$ cat src/rtl/bus_rr_arbiter_if.sv
// Bus bundle for bus_rr_arbiter: NrHosts Ibex-style host ports plus one
// downstream device port. The slave modport is the arbiter's view; the
// master modport is the view of whatever drives the hosts and the device.
interface bus_rr_arbiter_if #(
  parameter int NrHosts      = 2,
  parameter int DataWidth    = 32,
  parameter int AddressWidth = 32
);
  localparam int BeWidth = DataWidth / 8;

  // Host side
  logic [NrHosts-1:0]      host_req_i;
  logic [NrHosts-1:0]      host_gnt_o;
  logic [AddressWidth-1:0] host_addr_i  [NrHosts];
  logic [NrHosts-1:0]      host_we_i;
  logic [BeWidth-1:0]      host_be_i    [NrHosts];
  logic [DataWidth-1:0]    host_wdata_i [NrHosts];
  logic [NrHosts-1:0]      host_rvalid_o;
  logic [DataWidth-1:0]    host_rdata_o [NrHosts];
  logic [NrHosts-1:0]      host_err_o;

  // Device side
  logic                    dev_req_o;
  logic                    dev_gnt_i;
  logic [AddressWidth-1:0] dev_addr_o;
  logic                    dev_we_o;
  logic [BeWidth-1:0]      dev_be_o;
  logic [DataWidth-1:0]    dev_wdata_o;
  logic                    dev_rvalid_i;
  logic [DataWidth-1:0]    dev_rdata_i;
  logic                    dev_err_i;

  modport slave (
    input  host_req_i, host_addr_i, host_we_i, host_be_i, host_wdata_i,
    output host_gnt_o, host_rvalid_o, host_rdata_o, host_err_o,
    output dev_req_o, dev_addr_o, dev_we_o, dev_be_o, dev_wdata_o,
    input  dev_gnt_i, dev_rvalid_i, dev_rdata_i, dev_err_i
  );

  modport master (
    output host_req_i, host_addr_i, host_we_i, host_be_i, host_wdata_i,
    input  host_gnt_o, host_rvalid_o, host_rdata_o, host_err_o,
    input  dev_req_o, dev_addr_o, dev_we_o, dev_be_o, dev_wdata_o,
    output dev_gnt_i, dev_rvalid_i, dev_rdata_i, dev_err_i
  );
endinterface

$ cat src/rtl/bus_rr_arbiter.sv
// Round-robin arbiter sharing one downstream bus port among NrHosts hosts.
// One outstanding transaction at a time; a pending ungranted selection is
// locked until the device grants it; a response timeout returns an error
// to the owner so a silent device cannot hang the hosts.
module bus_rr_arbiter #(
  parameter int NrHosts       = 2,
  parameter int DataWidth     = 32,
  parameter int AddressWidth  = 32,
  parameter int TimeoutCycles = 255
) (
  input logic              clk_i,
  input logic              rst_ni,
  bus_rr_arbiter_if.slave  bus
);
  localparam int PtrWidth = (NrHosts > 1) ? $clog2(NrHosts) : 1;
  localparam int TmoWidth = (TimeoutCycles > 0) ? $clog2(TimeoutCycles + 1) : 1;
  localparam int TmoLast  = (TimeoutCycles > 0) ? TimeoutCycles - 1 : 0;
  localparam logic [TmoWidth-1:0] TmoLastVal = TmoWidth'(TmoLast);
  localparam logic [TmoWidth-1:0] TmoMaxVal  = '1;

  typedef enum logic {IDLE, WAIT_RESP} state_t;

  state_t                state_reg, state_next;
  logic [PtrWidth-1:0]   rr_ptr_reg, rr_ptr_next;
  logic                  lock_valid_reg, lock_valid_next;
  logic [PtrWidth-1:0]   lock_idx_reg, lock_idx_next;
  logic [PtrWidth-1:0]   owner_reg, owner_next;
  logic [TmoWidth-1:0]   tmo_cnt_reg, tmo_cnt_next;

  logic                  any_req;
  logic [PtrWidth-1:0]   winner;
  logic [PtrWidth-1:0]   scan_idx;
  logic [PtrWidth-1:0]   sel;
  logic                  req_active;
  logic                  grant_fire;
  logic                  tmo_hit;
  logic                  resp_fire;
  logic                  resp_err;
  logic [DataWidth-1:0]  resp_rdata;

  // Round-robin scan starting at rr_ptr; first requester found wins
  always_comb begin
    any_req  = 1'b0;
    winner   = '0;
    scan_idx = '0;
    for (int i = 0; i < NrHosts; i++) begin
      scan_idx = PtrWidth'((int'(rr_ptr_reg) + i) % NrHosts);
      if (!any_req && bus.host_req_i[scan_idx]) begin
        any_req = 1'b1;
        winner  = scan_idx;
      end
    end
  end

  // Selection: a locked choice wins over a fresh arbitration result
  always_comb begin
    sel        = lock_valid_reg ? lock_idx_reg : winner;
    req_active = (state_reg == IDLE) && (lock_valid_reg || any_req);
    grant_fire = req_active && bus.dev_gnt_i;
  end

  // Response path: real response has priority over a timeout in the same cycle
  always_comb begin
    tmo_hit    = (TimeoutCycles != 0) && (tmo_cnt_reg == TmoLastVal);
    resp_fire  = (state_reg == WAIT_RESP) && (bus.dev_rvalid_i || tmo_hit);
    resp_err   = bus.dev_rvalid_i ? bus.dev_err_i : 1'b1;
    resp_rdata = bus.dev_rvalid_i ? bus.dev_rdata_i : '0;
  end

  // Forward the selected host's request fields; all zero when nothing is selected
  always_comb begin
    bus.dev_req_o   = req_active;
    bus.dev_addr_o  = '0;
    bus.dev_we_o    = 1'b0;
    bus.dev_be_o    = '0;
    bus.dev_wdata_o = '0;
    if (req_active) begin
      bus.dev_addr_o  = bus.host_addr_i[sel];
      bus.dev_we_o    = bus.host_we_i[sel];
      bus.dev_be_o    = bus.host_be_i[sel];
      bus.dev_wdata_o = bus.host_wdata_i[sel];
    end
  end

  // Per-host grant and response demultiplexing
  for (genvar gi = 0; gi < NrHosts; gi++) begin : g_host
    logic is_sel;
    logic is_owner;
    assign is_sel   = (sel == PtrWidth'(gi));
    assign is_owner = resp_fire && (owner_reg == PtrWidth'(gi));
    assign bus.host_gnt_o[gi]    = grant_fire && is_sel;
    assign bus.host_rvalid_o[gi] = is_owner;
    assign bus.host_err_o[gi]    = is_owner && resp_err;
    assign bus.host_rdata_o[gi]  = is_owner ? resp_rdata : '0;
  end

  // Next-state logic for the FSM, pointer, lock, owner and timeout counter
  always_comb begin
    state_next      = state_reg;
    rr_ptr_next     = rr_ptr_reg;
    lock_valid_next = lock_valid_reg;
    lock_idx_next   = lock_idx_reg;
    owner_next      = owner_reg;
    tmo_cnt_next    = tmo_cnt_reg;
    unique case (state_reg)
      IDLE: begin
        if (grant_fire) begin
          state_next      = WAIT_RESP;
          owner_next      = sel;
          rr_ptr_next     = PtrWidth'((int'(sel) + 1) % NrHosts);
          lock_valid_next = 1'b0;
          tmo_cnt_next    = '0;
        end else if (req_active) begin
          // Freeze the choice so later requesters cannot change the address
          // the device is already looking at.
          lock_valid_next = 1'b1;
          lock_idx_next   = sel;
        end
      end
      WAIT_RESP: begin
        if (tmo_cnt_reg != TmoMaxVal) begin
          tmo_cnt_next = tmo_cnt_reg + 1'b1;
        end
        if (resp_fire) begin
          state_next = IDLE;
        end
      end
      default: state_next = IDLE;
    endcase
  end

  // State registers with asynchronous active-low reset
  always_ff @(posedge clk_i or negedge rst_ni) begin
    if (!rst_ni) begin
      state_reg      <= IDLE;
      rr_ptr_reg     <= '0;
      lock_valid_reg <= 1'b0;
      lock_idx_reg   <= '0;
      owner_reg      <= '0;
      tmo_cnt_reg    <= '0;
    end else begin
      state_reg      <= state_next;
      rr_ptr_reg     <= rr_ptr_next;
      lock_valid_reg <= lock_valid_next;
      lock_idx_reg   <= lock_idx_next;
      owner_reg      <= owner_next;
      tmo_cnt_reg    <= tmo_cnt_next;
    end
  end
endmodule

$ cat src/flat_wrapper.sv
// flat-port wrapper written by rule: the top's interface ports become plain ports
module bus_rr_arbiter_flat 
#(
  parameter int NrHosts       = 2,
  parameter int DataWidth     = 32,
  parameter int AddressWidth  = 32,
  parameter int TimeoutCycles = 255
)
  (clk_i, rst_ni, bus_host_req_i, bus_host_addr_i, bus_host_we_i, bus_host_be_i, bus_host_wdata_i, bus_host_gnt_o, bus_host_rvalid_o, bus_host_rdata_o, bus_host_err_o, bus_dev_req_o, bus_dev_addr_o, bus_dev_we_o, bus_dev_be_o, bus_dev_wdata_o, bus_dev_gnt_i, bus_dev_rvalid_i, bus_dev_rdata_i, bus_dev_err_i);
  bus_rr_arbiter_if #(.NrHosts(NrHosts), .DataWidth(DataWidth), .AddressWidth(AddressWidth)) bus_i ();
  input logic clk_i;
  input logic rst_ni;
  input wire logic [$bits(bus_i.host_req_i)-1:0] bus_host_req_i;
  input wire logic [$bits(bus_i.host_addr_i)-1:0] bus_host_addr_i;
  input wire logic [$bits(bus_i.host_we_i)-1:0] bus_host_we_i;
  input wire logic [$bits(bus_i.host_be_i)-1:0] bus_host_be_i;
  input wire logic [$bits(bus_i.host_wdata_i)-1:0] bus_host_wdata_i;
  output wire logic [$bits(bus_i.host_gnt_o)-1:0] bus_host_gnt_o;
  output wire logic [$bits(bus_i.host_rvalid_o)-1:0] bus_host_rvalid_o;
  output wire logic [$bits(bus_i.host_rdata_o)-1:0] bus_host_rdata_o;
  output wire logic [$bits(bus_i.host_err_o)-1:0] bus_host_err_o;
  output wire logic [$bits(bus_i.dev_req_o)-1:0] bus_dev_req_o;
  output wire logic [$bits(bus_i.dev_addr_o)-1:0] bus_dev_addr_o;
  output wire logic [$bits(bus_i.dev_we_o)-1:0] bus_dev_we_o;
  output wire logic [$bits(bus_i.dev_be_o)-1:0] bus_dev_be_o;
  output wire logic [$bits(bus_i.dev_wdata_o)-1:0] bus_dev_wdata_o;
  input wire logic [$bits(bus_i.dev_gnt_i)-1:0] bus_dev_gnt_i;
  input wire logic [$bits(bus_i.dev_rvalid_i)-1:0] bus_dev_rvalid_i;
  input wire logic [$bits(bus_i.dev_rdata_i)-1:0] bus_dev_rdata_i;
  input wire logic [$bits(bus_i.dev_err_i)-1:0] bus_dev_err_i;
  assign bus_i.host_req_i = bus_host_req_i;
  assign bus_i.host_addr_i = {>>{bus_host_addr_i}};
  assign bus_i.host_we_i = bus_host_we_i;
  assign bus_i.host_be_i = {>>{bus_host_be_i}};
  assign bus_i.host_wdata_i = {>>{bus_host_wdata_i}};
  assign bus_host_gnt_o = bus_i.host_gnt_o;
  assign bus_host_rvalid_o = bus_i.host_rvalid_o;
  assign bus_host_rdata_o = {>>{bus_i.host_rdata_o}};
  assign bus_host_err_o = bus_i.host_err_o;
  assign bus_dev_req_o = bus_i.dev_req_o;
  assign bus_dev_addr_o = bus_i.dev_addr_o;
  assign bus_dev_we_o = bus_i.dev_we_o;
  assign bus_dev_be_o = bus_i.dev_be_o;
  assign bus_dev_wdata_o = bus_i.dev_wdata_o;
  assign bus_i.dev_gnt_i = bus_dev_gnt_i;
  assign bus_i.dev_rvalid_i = bus_dev_rvalid_i;
  assign bus_i.dev_rdata_i = bus_dev_rdata_i;
  assign bus_i.dev_err_i = bus_dev_err_i;
  bus_rr_arbiter #(.NrHosts(NrHosts), .DataWidth(DataWidth), .AddressWidth(AddressWidth), .TimeoutCycles(TimeoutCycles)) u_core (.clk_i(clk_i), .rst_ni(rst_ni), .bus(bus_i));
endmodule
$ cat config.mk
export PLATFORM = sky130hd
export DESIGN_NAME = bus_rr_arbiter_flat
export DESIGN_NICKNAME = d
export VERILOG_FILES = /design/src/rtl/bus_rr_arbiter_if.sv /design/src/rtl/bus_rr_arbiter.sv /design/src/flat_wrapper.sv
export SDC_FILE = /design/constraint.sdc
export NUM_CORES = 1
export LEC_CHECK = 0
export ABC_AREA = 1
export BUFFER_PORTS_ARGS = -buffer_cell sky130_fd_sc_hd__buf_2
export CAP_MARGIN = 40
export CORE_AREA = 2 2 123 125
export CTS_CLUSTER_DIAMETER = 80
export DETAILED_ROUTE_END_ITERATION = 10
export DIE_AREA = 0 0 125 127
export GPL_TIMING_DRIVEN = 0
export HOLD_SLACK_MARGIN = 0.02
export MAX_ROUTING_LAYER = met4
export SYNTH_ARGS = -nofsm -noshare
export SYNTH_HDL_FRONTEND = slang
export SYNTH_SLANG_ARGS = --single-unit
$ cat constraint.sdc
create_clock -name clk_i -period 3.3 [get_ports clk_i]
set_input_delay 0.66 -clock clk_i [delete_from_list [all_inputs] [get_ports clk_i]]
set_output_delay 0.66 -clock clk_i [all_outputs]
set_load 0.005 [all_outputs]
# Word-level counts from Yosys, hierarchy flattened
# Index checks and enable logic that the tools add are counted.
# classes
add_sub_neg,3
magnitude_cmp,4
n_eq_ne,4
mux,36
n_bitwise,5
reduce_logical,18
# ops
cell,n
$mux W32,11
$mux W1,17
$mux W4,4
$mux W8,2
$pmux W8 S2,1
$logic_and A1 B1 Y1,10
$add A8 B1 Y8 const B,1
$eq A8 B8 Y1 const B,1
$ne A8 B8 Y1 const B,1
$lt A1 B2 Y1 const B,3
$reduce_and A2 Y1,3
$not A1 Y1,4
$reduce_and A3 Y1,1
$add A1 B1 Y1 const B,2
$ge A2 B2 Y1 const B,1
$logic_or A1 B1 Y1,2
$ne A2 B1 Y1 const B,1
$ne A2 B2 Y1 const B,1
$not A1 Y2,1
$pmux W1 S2,1
$reduce_bool A2 Y1,1
$logic_not A1 Y1,1
# word_totals
ff_bits,13
in_bits,177
output_inout_bits,140
wordCells,76

# Logic depth before layout (Yosys ltp)
# Gate-level depths: netlist of the first run.
# logic_depth
depth_word,12
mapped_depth,9
ltp_nobuf,9

# Least setup slack after synthesis of the first run
# OpenSTA, ideal clock, no wires.
# synth_timing
path_type,input -> output
start,input bus_host_req_i[0]
end,output bus_dev_addr_o[0]
t_arrival_ns,1.357
required_ns,2.640
path_slack_ns,1.283
cell_stages,7
path_cell_list,inv_1 o21ai_2 nand2_4 inv_2 buf_4 nor2_1 nor2_1
# synth_via
elab_chain_len,12
# synth_lines
item,line_no,text
start: declaration,flat_wrapper.sv:13,input wire logic [$bits(bus_i.host_req_i)-1:0] bus_host_req_i;
$mux W1 (not written as such) (2 in a row),bus_rr_arbiter.sv:48,if (!any_req && bus.host_req_i[scan_idx]) begin
$mux W1,bus_rr_arbiter.sv:48,
$logic_not A1 Y1,bus_rr_arbiter.sv:48,
$logic_and A1 B1 Y1,bus_rr_arbiter.sv:48,
$mux W1,bus_rr_arbiter.sv:48,
$mux W1,bus_rr_arbiter.sv:57,sel = lock_valid_reg ? lock_idx_reg : winner;
$not A1 Y2 (not written as such),bus_rr_arbiter.sv:78,bus.dev_addr_o = bus.host_addr_i[sel];
$mux W32 (not written as such) (3 in a row),bus_rr_arbiter.sv:78,
$mux W32 (*),bus_rr_arbiter.sv:77,if (req_active) begin
end: declaration,flat_wrapper.sv:23,output wire logic [$bits(bus_i.dev_addr_o)-1:0] bus_dev_addr_o;
# Mark *: on every way between the ends. The rest lies on a longest branch, timed or not. The select of a mux whose other input is x is not followed.

# Worst setup path after layout of the first run
# layout_timing
start,input bus_host_req_i[0]
end,output bus_dev_addr_o[23]
# Same word-level chain as after synthesis.

==> summary.md, run 1 <==
| Metric | Value |
|---|---|
| Initial drt markers | 214 |
| Critical path arrival | 1.93 ns |
| Placement Rows | 44 |
| Status | complete, no violations |
| HP Class | in2async |
| Worst clock skew | 0.003444 ns |
| Hold buffers post-CTS | 0 |
| Distinct cells, synth | 25 |
| Initial Utilization | 0.1742 |
| Vias per std cell | 4.383 |
| Design area | 0.004405 mm2 |
| Clock sink count | 13 |
| NumNets Final | 989 |
| Final setup vio count | 0 |
| Area Growth Syn to Fin | 75.35% |
| Fraction of layout cells with a size suffix above 1 | 0.4400 |
| Max cap viols | 0 |
| Worst path max stage delay | 0.27 ns |
| CTS max path bufs | 2 |
| Core area | 0.01442 mm2 |
| Post-DP HPWL | 12.03 mm |
| Die area | 0.01588 mm2 |
| Post-CTS Setup Bufs | 0 |
| CP most frequent cell | buf_2 |
| Via count | 4357 |
| Max-slew violations | 0 |
| Post-Syn Instances | 489 |
| Port Buf Inserts | 316 |
| H-tree levels | 1 |
| Leak | 3.052 nW |
| ANT nets after route | 0 |
| Ys Warns | 0 |
| Chip width | 125 um |
| R2r worst-path depth | 5 |
| Filler cell count | 1720 |
| CTS tree | built |
| Slew HR | 0.6845 |
| DRC viols | 0 |
| Worst r2r src | u_core.state_reg |
| GRT Util Overall | 0.1637 |
| CTS buffer count | 3 |
| Area of the multi-input gates | 0.001637 mm2 |
| Sequential fraction of the synthesis area | 0.1295 |
| Max reg flops | 8 |
| Max Clk Rate | 386.2 MHz |
| Min cycle time layout | 2.589 ns |
| Root Buffer | clkbuf_16 |
| Antenna violations before repair | 1 |
| CP Capture Type | output pin |
| Critical Path Start Type | input pin |
| Routability cong. | 0.8725 |
| Worst hold margin | 0.2995 ns |
| Pre-Repair DR Iteration Count | 5 |
| WL/cell | 14.14 um |
| Worst-margin pin slew | 0.4732 ns |
| Peak VDD IR | 0.1656 mV |
| FF+latch area | 325.3 um2 |
| R2R Path End | u_core.rr_ptr_reg |
| Syn avg cell area | 5.138 um2 |
| Syn_nets | 668 |
| Largest net degree at the start of global routing | 14 |
| Total gr overflow | 0 |
| Critical Path RT | 2.64 ns |
| Resized cells post-CTS | 0 |
| Register bit total from synthesis | 13 |
| RSZ-0062 raised after global routing | false |
| CP Cell Sequence | buf_2 -> inv_1 -> nand3_1 -> nand2_1 -> clkinv_1 -> buf_2 -> o21ai_0 -> nor2_1 -> buf_2 |
| Kind of critical path | in2out |
| Final setup TNS | 0 ns |
| Clk Latency, worst-skew pair | 0.24 ns |
| Total power | 1.897 mW |
| Routed wire length | 14.05 mm |
| Final Cycle Share | 0.7846 |
| Final hold viol count | 0 |
| Global-route wire length before repair | 20.44 mm |
| Fin util | 0.3054 |
| PD cells | 430.6 mW/mm2 |
| Die Y | 127 um |
| Reg2Reg Setup Slack | 1.89 ns |
| Vias in the first global route | 4003 |
| Mapped Area | 0.002512 mm2 |
| Placed Area | 0.004324 mm2 |
| Critical path peak fanout | 10 |
| Slowest cell on crit path | buf_2 |
| Clk slew on worst S/H paths | 0.04 ns |
| Ports | 317 |
routing by layer:
metal / GRT usage / vias up / routed length, um
met5: - / - / 0
met4: 0.03529 / 0 / 213
met3: 0.02052 / 16 / 1016
met2: 0.3043 / 235 / 7236
met1: 0.1889 / 1889 / 5585
li1: - / 2217 / -
cells in the mapped netlist (all sizes together):
master / number / share of area
nand2: 29 / 0.053
nand3: 9 / 0.018
o22ai: 1 / 0.0025
dfrtp: 13 / 0.13
o21ai: 79 / 0.16
nand4: 66 / 0.16
buf: 30 / 0.065
nor3: 2 / 0.0040
clkbuf: 15 / 0.026
xor2: 1 / 0.0035
inv: 84 / 0.13
nor2: 154 / 0.23
nand3b: 1 / 0.0030
clkinv: 2 / 0.0030
o21a: 1 / 0.0030
ha: 2 / 0.010
power breakdown:
| part | switching, mW | internal [mW] |
|---|---|---|
| logic | 0.887 | 0.551 |
| clock network | 0.0633 | 0.163 |
| registers | 0.0343 | 0.199 |
| total | 0.984 | 0.913 |
stage by stage:
step                setup WS [ns]  cells
floorplan                   1.283    489
global placement           0.6639    989
detailed placement         0.6417    989
CTS                        0.6359    993
global route               0.5172    994
finish                     0.7108    994
cells by family (layout without fill, tap and decap cells):
| logic type | Yosys count | after routing | synth area share |
|---|---|---|---|
| and+or+nand+nor | 261 | 261 | 0.4736 |
| buffers and inverters | 131 | 451 | 0.2191 |
| AOI/OAI and AO/OA | 81 | 81 | 0.1643 |
| DFF | 13 | 13 | 0.1295 |
| adders and majority gates | 2 | 2 | 0.009959 |
| xor gates and xnor gates | 1 | 1 | 0.003487 |
| other | 0 | 1 | 0 |
worst max-delay path: cells and delay by family:
kind	cells	cell delay [ns]
buf+inv	5	0.84
simple gates	3	0.25
compound gates	1	0.18
placed cells by master, fill, tap and decap left out:
cell,count
buf_2,329
nor2_1,153
inv_1,82
nand4_1,66
o21ai_0,55
nand2_1,25
o21ai_1,23
dfrtp_1,13
clkbuf_1,9
nand3_1,9
buf_4,9
buf_1,8
clkbuf_2,7
nand2_4,3
clkbuf_16,3
clkinv_1,2
inv_2,2
nor3_1,2
ha_1,2
diode_2,1
nor2_2,1
o21ai_2,1
nand2_2,1
nand3b_1,1
xor2_1,1
o22ai_1,1
o21a_1,1
layout make-up:
| class | count | share of cell area |
|---|---|---|
| clock buffers | 4 | 0.01789 |
| plain buffers | 45 | 0.05169 |
| flip-flops and latches | 13 | 0.07384 |
| diodes | 1 | 0.0005680 |
| multi-input cells | 345 | 0.3715 |
| well taps | 184 | 0.05226 |
| inverters | 86 | 0.07327 |
| repair buffers | 316 | 0.3590 |
worst max-delay path by stage:
stage / start / to / slack, ns / depth (start not counted)
floorplan: bus_host_req_i[0] / bus_dev_addr_o[0] / 1.28 / 7
global placement: bus_host_req_i[0] / bus_dev_addr_o[25] / 0.66 / 9
detailed placement: bus_host_req_i[0] / bus_dev_addr_o[25] / 0.64 / 9
CTS: bus_host_req_i[0] / bus_dev_addr_o[25] / 0.64 / 9
global route: bus_host_req_i[0] / bus_dev_addr_o[23] / 0.52 / 9
finish: bus_host_req_i[0] / bus_dev_addr_o[23] / 0.71 / 9
(Power assumes the default switching activity.)
==> run 2: changes to the inputs <==
Clock period 3.3 ns to 2.2 ns, I/O delays scaled along.
==> summary.md, run 2 (synthesized netlist as in run 1, its figures left out) <==
| Metric | Value |
|---|---|
| Status | complete, no violations (unchanged) |
| Routed wire length | 14.06 mm (was 14.05 mm) |
| Final hold viol count | 0 (unchanged) |
| Min cycle time layout | 2.079 ns |
| Via count | 4346 (was 4357) |
| Antenna violations before repair | 1 (unchanged) |
| Post-route setup slack | 0.1215 ns (was 0.7108 ns) |
| Clk Latency, worst-skew pair | 0.24 ns (about the same) |
| Critical path startpoint | u_core.lock_valid_reg (was bus_host_req_i[0]) |
| Resized cells post-CTS | 3 (was 0) |
| DRC viols | 0 (unchanged) |
| Initial drt markers | 208 (was 214) |
| Worst-margin pin slew | 0.4675 ns (was 0.4732 ns) |
| CTS buffer count | 3 (unchanged) |
| Most frequent cells in the layout | buf_2 (327), nor2_1 (152), inv_1 (81) (was buf_2 (329), nor2_1 (153), inv_1 (82)) |
| Post-place setup slack | -0.01826 ns (was 0.6417 ns) |
| Worst r2r src | u_core.state_reg (unchanged) |
| Total power | 2.879 mW (was 1.897 mW) |
| NumNets Final | 989 (unchanged) |
| Kind of critical path | reg2out (was in2out) |
| HP Class | in2async (unchanged) |
| R2R Path End | u_core.rr_ptr_reg (unchanged) |
| Peak VDD IR | 0.2486 mV (was 0.1656 mV) |
| Placed cell count | 989 (unchanged) |
| Fraction of layout cells with a size suffix above 1 | 0.4512 (was 0.4400) |
| Commonest non-fill, non-tap cell in the layout | buf_2 (unchanged) |
| Slew HR | 0.6884 (was 0.6845) |
| CP Capture Type | output pin (unchanged) |
| GRT Util Overall | 0.1636 (was 0.1637) |
| Initial Utilization | 0.1742 (unchanged) |
| Critical Path RT | 1.76 ns (was 2.64 ns) |
| Die Y | 127 um (unchanged) |
| PD cells | 649.3 mW/mm2 (was 430.6 mW/mm2) |
| R2r worst-path depth | 5 (unchanged) |
| Placed Area | 0.004324 mm2 (unchanged) |
| Chip width | 125 um (unchanged) |
| Leak | 3.068 nW (was 3.052 nW) |
| Max reg flops | 8 (unchanged) |
| ANT nets after route | 0 (unchanged) |
| Fin util | 0.3074 (was 0.3054) |
| Clk slew on worst S/H paths | 0.04 ns (about the same) |
| WL/cell | 14.15 um (was 14.14 um) |
| Setup crit end | bus_dev_wdata_o[4] (was bus_dev_addr_o[23]) |
| Total gr overflow | 0 (unchanged) |
| CTS max path bufs | 2 (unchanged) |
| Global-route wire length before repair | 20.44 mm (about the same) |
| Core area | 0.01442 mm2 (unchanged) |
| Area Growth Syn to Fin | 76.49% (was 75.35%) |
| Finished Layout Cells | 994 (unchanged) |
| Max Clk Rate | 481.1 MHz |
| Worst hold margin | 0.07922 ns (was 0.2995 ns) |
| Reg2Reg Setup Slack | 0.79 ns (was 1.89 ns) |
| RSZ-0062 raised after global routing | true (was false) |
| Post-CTS Setup Bufs | 0 (unchanged) |
| Vias per std cell | 4.372 (was 4.383) |
| Routability cong. | 0.8725 (unchanged) |
| Max cap viols | 0 (unchanged) |
| Critical path arrival | 1.64 ns (was 1.93 ns) |
| Final Cycle Share | 0.9448 |
| Die area | 0.01588 mm2 (unchanged) |
| Port Buf Inserts | 316 (unchanged) |
| Clock sink count | 13 (unchanged) |
| Critical Path Start Type | flop (was input pin) |
| CTS tree | built (unchanged) |
| Critical path peak fanout | 10 (unchanged) |
| Design area | 0.004434 mm2 (was 0.004405 mm2) |
| Placement Rows | 44 (unchanged) |
| Root Buffer | clkbuf_16 (unchanged) |
| Pre-Repair DR Iteration Count | 7 (was 5) |
| Post-DP HPWL | 12.03 mm (unchanged) |
| Ports | 317 (unchanged) |
| Hold buffers post-CTS | 0 (unchanged) |
| Vias in the first global route | 4003 (unchanged) |
| Largest net degree at the start of global routing | 14 (unchanged) |
| H-tree levels | 1 (unchanged) |
| Max-slew violations | 0 (unchanged) |
| Worst clock skew | 0.003579 ns (was 0.003444 ns) |
| Final setup TNS | 0 ns (unchanged) |
| Final setup vio count | 0 (unchanged) |
-- run 2: changes by cell type in the layout (fill, tap and decap cells not counted), sizes merged --
cell	before	now
buf	346	343
clkbuf	19	22
-- run 2: layout make-up --
class	instances	area [um2]
sequential	13	325.3
tap	184	230.2
inverter	86	324.1
timing repair buffer	316	1582
buffer	45	242.7
fill	1711	9990
antenna	1	2.502
clock buffer	4	78.83
multi-input combinational	345	1649
-- run 2: worst max-delay path: stages (launching register included) --
cell     delay, ns
dfrtp_1       0.38
nor2_1        0.13
o21ai_2       0.08
nand2_4       0.15
buf_2         0.27
o21ai_1       0.09
nor2_1        0.13
buf_2         0.16
-- run 2: how the worst min path moves through the flow --
stage	from	to	slack [ns]	depth (start not counted)
floorplan	rst_ni	u_core.lock_idx_reg	0.14	0
global placement	rst_ni	u_core.tmo_cnt_reg[1]	0.35	1
detailed placement	rst_ni	u_core.tmo_cnt_reg[1]	0.34	1
CTS	rst_ni	u_core.tmo_cnt_reg[0]	0.08	1
global route	rst_ni	u_core.tmo_cnt_reg[0]	0.1	1
finish	rst_ni	u_core.tmo_cnt_reg[0]	0.08	1
-- run 2: routing by layer --
metal,up-vias,global-route usage,part of all wire
met5,-,-,0
met1,1883,0.1886,0.40
met3,12,0.02052,0.069
li1,2214,-,-
met4,0,0.03529,0.014
met2,237,0.3043,0.52
-- run 2: power breakdown --
group | internal [mW] | switching [mW]
Clock | 0.244 | 0.0950
Sequential | 0.299 | 0.0529
Combinational | 0.846 | 1.34
Total | 1.39 | 1.49
==> run 3: changes to the inputs <==
Settings changed: BUFFER_PORTS_ARGS -buffer_cell sky130_fd_sc_hd__buf_2 to unset, DONT_BUFFER_PORTS set to 1, SETUP_SLACK_MARGIN set to 0.1.
Clock period 2.2 ns to 2.1 ns, I/O delays scaled along.
==> summary.md, run 3 (synthesized netlist as in run 1, its figures left out) <==
| Metric | Value |
|---|---|
| Status | complete, no violations (unchanged) |
| R2R Path End | u_core.tmo_cnt_reg[5] (was u_core.rr_ptr_reg) |
| HP Class | in2reg (was in2async) |
| Placed Area | 0.002743 mm2 (was 0.004324 mm2) |
| WL/cell | 18.78 um (was 14.15 um) |
| Fraction of layout cells with a size suffix above 1 | 0.1515 (was 0.4512) |
| Max cap viols | 0 (unchanged) |
| CTS buffer count | 3 (unchanged) |
| NumNets Final | 675 (was 989) |
| Max reg flops | 8 (unchanged) |
| HP Start | bus_dev_gnt_i |
| Pre-Repair DR Iteration Count | 5 (was 7) |
| Critical Path RT | 1.68 ns (was 1.76 ns) |
| GRT Util Overall | 0.1444 (was 0.1636) |
| Seq pwr share | 0.140 (was 0.122) |
| Clk slew on worst S/H paths | 0.04 ns (about the same) |
| Final hold viol count | 0 (unchanged) |
| Min cycle time layout | 2.055 ns |
| Final setup TNS | 0 ns (unchanged) |
| Reg2Reg Setup Slack | 0.78 ns (was 0.79 ns) |
| Die Y | 127 um (unchanged) |
| Largest net degree at the start of global routing | 14 (unchanged) |
| Placed cell count | 673 (was 989) |
| Global-route wire length before repair | 17.33 mm (was 20.44 mm) |
| Worst clock skew | 0.0003011 ns (was 0.003579 ns) |
| ANT nets after route | 0 (unchanged) |
| Critical path startpoint | u_core.rr_ptr_reg (was u_core.lock_valid_reg) |
| Antenna violations before repair | 0 (was 1) |
| Max-slew violations | 0 (unchanged) |
| Via count | 3402 (was 4346) |
| Leak | 1.702 nW (was 3.068 nW) |
| Worst-margin pin slew | 0.5905 ns (was 0.4675 ns) |
| Initial Utilization | 0.1742 (unchanged) |
| Ports | 317 (unchanged) |
| Critical path peak fanout | 10 (unchanged) |
| Hold Path Depth | 3 |
| Clock network power share | 0.137 (was 0.118) |
| Vias in the first global route | 3028 (was 4003) |
| RSZ-0062 raised after global routing | true (unchanged) |
| Max Clk Rate | 486.6 MHz |
| Area Growth Syn to Fin | 17.98% (was 76.49%) |
| Final Cycle Share | 0.9787 |
| Root Buffer | clkbuf_16 (unchanged) |
| Worst r2r src | u_core.tmo_cnt_reg[1] (was u_core.state_reg) |
| R2r worst-path depth | 9 (was 5) |
| Post-DP HPWL | 10.96 mm (was 12.03 mm) |
| Clock sink count | 13 (unchanged) |
| Critical path arrival | 1.64 ns (about the same) |
| CTS tree | built (unchanged) |
| CTS max path bufs | 2 (unchanged) |
| Clk Latency, worst-skew pair | 0.24 ns (about the same) |
| Port Buf Inserts | 0 (was 316) |
| Net Sw Power | 1.489 mW (was 1.490 mW) |
| Design area | 0.002964 mm2 (was 0.004434 mm2) |
| Routability cong. | 0.9114 (was 0.8725) |
| H-tree levels | 1 (unchanged) |
| Total gr overflow | 0 (unchanged) |
| Finished Layout Cells | 679 (was 994) |
| CP Capture Type | output pin (unchanged) |
| Comb power frac | 0.723 (was 0.760) |
| DRC viols | 0 (unchanged) |
| Filler cell count | 1677 (was 1711) |
| Placement Rows | 44 (unchanged) |
| Destination of the worst hold path | u_core.lock_idx_reg |
| Peak VDD IR | 0.3445 mV (was 0.2486 mV) |
| Initial drt markers | 227 (was 208) |
| PD cells | 880.2 mW/mm2 (was 649.3 mW/mm2) |
| Fin util | 0.2055 (was 0.3074) |
| Slew HR | 0.6050 (was 0.6884) |
| P_int | 1.120 mW (was 1.389 mW) |
| Commonest non-fill, non-tap cell in the layout | nor2_1 (was buf_2) |
| Total power | 2.609 mW (was 2.879 mW) |
| Vias per std cell | 5.010 (was 4.372) |
| Antenna cells | 0 (was 1) |
| Die area | 0.01588 mm2 (unchanged) |
| Critical Path Start Type | flop (unchanged) |
| Final setup vio count | 0 (unchanged) |
| Chip width | 125 um (unchanged) |
| Most frequent cells in the layout | nor2_1 (139), inv_1 (80), nand4_1 (66) (was buf_2 (327), nor2_1 (152), inv_1 (81)) |
| Core area | 0.01442 mm2 (unchanged) |
| Sw Ratio | 0.5705 (was 0.5175) |
| Kind of critical path | reg2out (unchanged) |
| Routed wire length | 12.75 mm (was 14.06 mm) |
-- run 3: changes by cell type in the layout (fill, tap and decap cells not counted), sizes merged --
| cell | before | now |
|---|---|---|
| clkinv | 2 | 1 |
| dlygate4sd3 | 0 | 1 |
| clkinvlp | 0 | 1 |
| clkbuf | 22 | 21 |
| buf | 343 | 29 |
| diode | 1 | 0 |
-- run 3: critical path, stage by stage, from the launching register on --
cell      delay (ns)
dfrtp_1         0.38
o21ai_2         0.15
nand2_4         0.15
clkbuf_4        0.23
o21ai_0         0.35
nor2_1          0.12
-- run 3: repair_timing --
item / in CTS / in global routing
hold buffers: 1 / 0
setup buffers: 0 / 1
endpoints found under the setup margin: 72 / 67
gates resized for setup: 29 / 29
pin swaps: 5 / 4
endpoints found under the hold margin: 13 / 0
-- run 3: cell type report --
cell class                 count  area (um2)  area share
multi-input combinational    345        1705      0.5754
timing repair buffer           2       17.52    0.005910
inverter                      86       334.1      0.1127
tap                          184       230.2     0.07767
clock buffer                   4       78.83     0.02659
buffer                        45       272.8     0.09202
sequential                    13       325.3      0.1098
-- run 3: worst max path at each step --
stage	endpoint	slack [ns]
5_1_grt	bus_dev_wdata_o[4]	0.01
2_1_floorplan	bus_dev_addr_o[0]	0.56
3_3_place_gp	bus_dev_wdata_o[4]	0.04
3_5_place_dp	bus_dev_wdata_o[4]	0.02
4_1_cts	bus_dev_wdata_o[23]	0.06
6_report	bus_dev_wdata_o[15]	0.04
-- run 3: metal layers --
| layer | global-route usage | vias to the layer above | share of wire |
|---|---|---|---|
| met2 | 0.2717 | 277 | 0.52 |
| met1 | 0.1590 | 1519 | 0.36 |
| met5 | - | - | 0 |
| li1 | - | 1588 | - |
| met3 | 0.02973 | 18 | 0.098 |
| met4 | 0.02614 | 0 | 0.019 |
-- run 3: power by group through the flow --
stage	sequential (mW)	clock [mW]	combinational [mW]
4_1_cts	0.366	0.362	1.83
6_report	0.366	0.358	1.89
2_1_floorplan	0.357	0	1.25
3_5_place_dp	0.369	0	1.74
3_3_place_gp	0.368	0	1.72
5_1_grt	0.377	0.382	2.08
-- run 3: stage by stage --
stage / hold slack (ns) / setup slack (ns)
global placement: 0.1246 / 0.04046
global route: 0.4260 / 0.01381
detailed placement: 0.1246 / 0.02127
CTS: 0.4019 / 0.06125
finish: 0.3977 / 0.04483
floorplan: 0.1244 / 0.5635
